--- config.mk ---
export PLATFORM = sky130hd
export DESIGN_NAME = calculator_sequencer
export DESIGN_NICKNAME = d
export VERILOG_FILES = /design/src/rtl/calculator_sequencer.sv
export SDC_FILE = /design/constraint.sdc
export NUM_CORES = 1
export LEC_CHECK = 0
export ABC_AREA = 1
export BUFFER_PORTS_ARGS = -buffer_cell sky130_fd_sc_hd__buf_4
export CORE_MARGIN = 5
export CORE_UTILIZATION = 50
export CTS_CLUSTER_DIAMETER = 120
export DETAILED_ROUTE_END_ITERATION = 16
export HOLD_SLACK_MARGIN = 0.1
export PLACE_DENSITY = 0.71
export SYNTH_ARGS = -nofsm -noshare
export SYNTH_HDL_FRONTEND = slang
export SYNTH_SLANG_ARGS = --single-unit
--- constraint.sdc ---
create_clock -name clk -period 2.2 [get_ports clk]
set_clock_uncertainty 0.15 [all_clocks]
set_input_delay 0.66 -clock clk [delete_from_list [all_inputs] [get_ports clk]]
set_output_delay 0.66 -clock clk [all_outputs]
set_load 0.01 [all_outputs]
--- src/rtl/calculator_sequencer.sv ---
// Operand/operation sequencer for the calculator.
// Captures A/B from switches, computes C; multiply is shift-add.
module calculator_sequencer (
  input  logic        clk,
  input  logic        reset,
  input  logic [15:0] sw,
  input  logic [1:0]  op_sel,
  input  logic        enter,
  input  logic        clear,
  output logic [15:0] A,
  output logic [15:0] B,
  output logic [15:0] C,
  output logic        flag,
  output logic        busy,
  output logic [2:0]  state_out
);

  typedef enum logic [2:0] {
    S_LOAD_A  = 3'd0,
    S_LOAD_B  = 3'd1,
    S_OP_SEL  = 3'd2,
    S_COMPUTE = 3'd3,
    S_DONE    = 3'd4
  } state_e;

  localparam logic [1:0] OP_ADD = 2'b00;
  localparam logic [1:0] OP_SUB = 2'b01;
  localparam logic [1:0] OP_MUL = 2'b10;
  localparam logic [1:0] OP_AND = 2'b11;

  state_e      state_q;
  logic [15:0] a_q;
  logic [15:0] b_q;
  logic [15:0] c_q;
  logic        flag_q;
  logic        busy_q;
  logic [1:0]  op_q;
  logic [3:0]  cnt_q;
  logic [31:0] acc_q;
  logic [31:0] mcand_q;
  logic [15:0] mplier_q;

  logic [31:0] acc_d;
  logic [16:0] sum_d;
  logic [15:0] res_c_d;
  logic        res_f_d;

  always_comb begin
    acc_d = acc_q + (mplier_q[0] ? mcand_q : 32'd0);
    sum_d = {1'b0, a_q} + {1'b0, b_q};
  end

  always_comb begin
    res_c_d = '0;
    res_f_d = 1'b0;
    case (op_q)
      OP_ADD: begin
        res_c_d = sum_d[15:0];
        res_f_d = sum_d[16];
      end
      OP_SUB: begin
        res_c_d = a_q - b_q;
        res_f_d = (a_q < b_q);
      end
      OP_AND: res_c_d = a_q & b_q;
      default: ;
    endcase
  end

  always_ff @(posedge clk) begin
    if (reset || clear) begin
      state_q  <= S_LOAD_A;
      a_q      <= '0;
      b_q      <= '0;
      c_q      <= '0;
      flag_q   <= 1'b0;
      busy_q   <= 1'b0;
      op_q     <= '0;
      cnt_q    <= '0;
      acc_q    <= '0;
      mcand_q  <= '0;
      mplier_q <= '0;
    end else begin
      case (state_q)
        S_LOAD_A: if (enter) begin
          a_q     <= sw;
          state_q <= S_LOAD_B;
        end
        S_LOAD_B: if (enter) begin
          b_q     <= sw;
          state_q <= S_OP_SEL;
        end
        S_OP_SEL: if (enter) begin
          op_q     <= op_sel;
          flag_q   <= 1'b0;
          cnt_q    <= '0;
          acc_q    <= '0;
          mcand_q  <= {16'd0, a_q};
          mplier_q <= b_q;
          busy_q   <= 1'b1;
          state_q  <= S_COMPUTE;
        end
        S_COMPUTE: begin
          if (op_q == OP_MUL) begin
            acc_q    <= acc_d;
            mcand_q  <= mcand_q << 1;
            mplier_q <= mplier_q >> 1;
            cnt_q    <= cnt_q + 4'd1;
            // Last bit of B: commit the final accumulator
            if (cnt_q == 4'd15) begin
              c_q     <= acc_d[15:0];
              flag_q  <= |acc_d[31:16];
              busy_q  <= 1'b0;
              state_q <= S_DONE;
            end
          end else begin
            c_q     <= res_c_d;
            flag_q  <= res_f_d;
            busy_q  <= 1'b0;
            state_q <= S_DONE;
          end
        end
        S_DONE: if (enter) begin
          a_q     <= c_q;
          b_q     <= '0;
          flag_q  <= 1'b0;
          state_q <= S_LOAD_B;
        end
        default: state_q <= S_LOAD_A;
      endcase
    end
  end

  assign A         = a_q;
  assign B         = b_q;
  assign C         = c_q;
  assign flag      = flag_q;
  assign busy      = busy_q;
  assign state_out = state_q;

endmodule

==> run metrics <==
Fin Setup TNS -7510 ps; uppermost layer routed met4; GRT Overall Usage 0.316; final worst slack -463 ps; maximum fanout along the worst path 11; WL met2 18.8 mm; setup violators final 38; Final ANT Viol Nets 0; synthesized flop and latch total 139; GP Congestion 0.987; sequential share of the synthesized area 0.272; Power Total 6.14 mW; vias in the first global route 11582; critical path type reg -> reg; first-pass GRT wire length 59.7 mm; share of layout cells above drive strength 1 0.333; area grow syn2layout 45.4%; Mapped Cells 1681; clk slew on worst S/H paths 70 ps; initial drt markers 869; DR vias 11984; Synth Cell Area 10200 sq um; Die Ht 153 microns; total CTS buffers 17; Worst-Skew Late Latency 440 ps; largest net degree at the start of global routing 73; core footprint 20200 sq um; Final Max Tran Viols 0; Root Driver clkbuf_16; Nets 2076; hold_buf cts 0; routed vias/inst 5.28; DRC errors left 0; Die Span X 153 microns; Cell Chain, Critical Path buf_4, buf_4, nand2_1, inv_1, ha_4, buf_4, nand2_2, nor2_4, inv_2, nor2_4, nand3_1, nand4_1, nand2_2, nor2_1, nand2_1, nor2_1, nand2_1, nand2_1, a21oi_2; total gr overflow 0; # rows 52; met1 WL 15.3 mm; Critical Path AT 2840 ps; final hold vios 0; Critical Path Most Common Cell nand2_1; Avg Inst Size Synth 6.08 sq um; power per cell area 413 nW/um^2; status finished, violations left; Critical-path top delay cell dfxtp_2; Synth cell types 49; Slew HR 0.667; Max clock buf depth 2; Ys Warns 0; fillers 1639; Hold WC Path Type reg -> reg; io pins 75; DRT Pass-1 Iters 6; Met3 Routed Length 2.18 mm; Final HPWL DP 28.7 mm; WP buf/inv 5; Routed WL 38.3 mm; Yosys top cell area share 0.272; fmax 0.375 GHz; Clock Sinks 139; clock tree from TritonCTS done; # port buffers 74; failing checks setup timing; critical path required time 2380 ps; Critical Path Source Type register; CTS H-tree depth 4; Die ar. 23400 sq um; most frequent cells in the layout nand2_1, buf_4, inv_1; Final Cycle Share 1.21; initial antenna violation count 0; fin crit period 2660 ps; most area-hungry cell type in the Yosys netlist dfxtp_1; Slowest Stage Delay on Critical Path 340 ps; Max-Cap Viols 0; Starting Density 0.507; Routed wire per std cell 16.9 microns; Crit. End Element register; Least-Margin Pin Slew 500 ps; n_diodes 0; commonest non-fill, non-tap cell in the layout nand2_1; synth top area cells dfxtp_1, nand2_1, inv_1; Syn Nets 1770; FF-to-FF setup slack -460 ps; Leakage Power 7.43 nW; unrepaired setup endpoints after global routing yes; Peak VDD IR 0.000474 V; CP top delay family simple AND/OR/NAND/NOR gates
final timing paths:
| path | from | endpoint | cells after the start |
|---|---|---|---|
| worst min register to register | mplier_q[15] | mplier_q[15] | 2 |
| worst max-delay path | mplier_q[0] | flag | 19 |
| worst min-delay path | mplier_q[15] | mplier_q[15] | 2 |
| worst max register to register | mplier_q[0] | flag | 19 |
stage by stage:
stage               cell area (sq um)   util  instances  hold slack, ps  setup WS [ps]
floorplan                       10700      -       1681             290          -40.7
global placement                13400  0.662       2229             298           -504
detailed placement              13400  0.662       2229             306           -503
CTS                             14500  0.718       2267             315           -416
global route                    14900  0.737       2270             338           -632
finish                          14900  0.737       2270             310           -463
layer usage:
layer,vias up,track usage
met4,0,0.156
li1,5885,-
met5,-,0
met2,459,0.550
met1,5527,0.381
met3,113,0.0472
power by group:
group	total [mW]	switching (mW)	internal, mW	leakage [nW]
combinational	0.673	0.395	0.279	6.03
sequential	2.55	0.0146	2.53	1.12
clock	2.92	1.33	1.59	0.276
total	6.14	1.73	4.41	7.43
final cells by class:
type	instances	area (sq um)	area share
Inverter	265	1000	0.0673
Tap cell	270	338	0.0227
Clock buffer	17	425	0.0286
Sequential cell	139	2790	0.188
Timing Repair Buffer	349	2840	0.191
Clock inverter	15	150	0.0101
Multi-Input combinational cell	1215	7320	0.493
cells in the mapped netlist (all sizes together):
cell type and count:
and3 2, nor3 11, a22oi 2, nand3 72, a21o 3, xor2 20
or2 16, a211oi 9, a21oi 163, a311oi 1, nand3b 1, and2 3
o21bai 6, nand4 13, o221ai 1, a221oi 3, o21ai 58, nand2 612
dfxtp 139, o2111ai 1, nor2 110, ha 64, o211ai 8, clkbuf 23
a31oi 30, o22ai 1, buf 39, o21a 2, inv 265, fa 3
timing repair:
item | CTS | global route
buffers inserted | 6 | 3
resized for setup | 129 | 103
pin swaps | 18 | 14
endpoints found under the setup margin | 42 | 46
cell families (layout without fill, tap and decap cells):
logic type,Yosys count,after routing,synth area share
AO/OA/AOI/OAI,288,288,0.160
flip-flops,139,139,0.272
XOR/XNOR,20,20,0.0171
AND/OR/NAND/NOR,840,840,0.339
buffers and inverters,327,646,0.128
adder cells (fa/ha/maj),67,67,0.0842
flip-flops by register name (all words and copies together) (netlist names):
| signal | flops |
|---|---|
| flag | 1 |
| cnt_q | 4 |
| state_out | 3 |
| mcand_q | 32 |
| B | 16 |
| op_q | 2 |
| mplier_q | 16 |
| busy | 1 |
| acc_q | 32 |
| A | 16 |
| C | 16 |
worst min-delay path: stages, from the launching register on:
cell and delay [ps]:
dfxtp_1 310, nand2_1 60, a21oi_1 50
No activity file was read; power rests on OpenSTA's default activity.
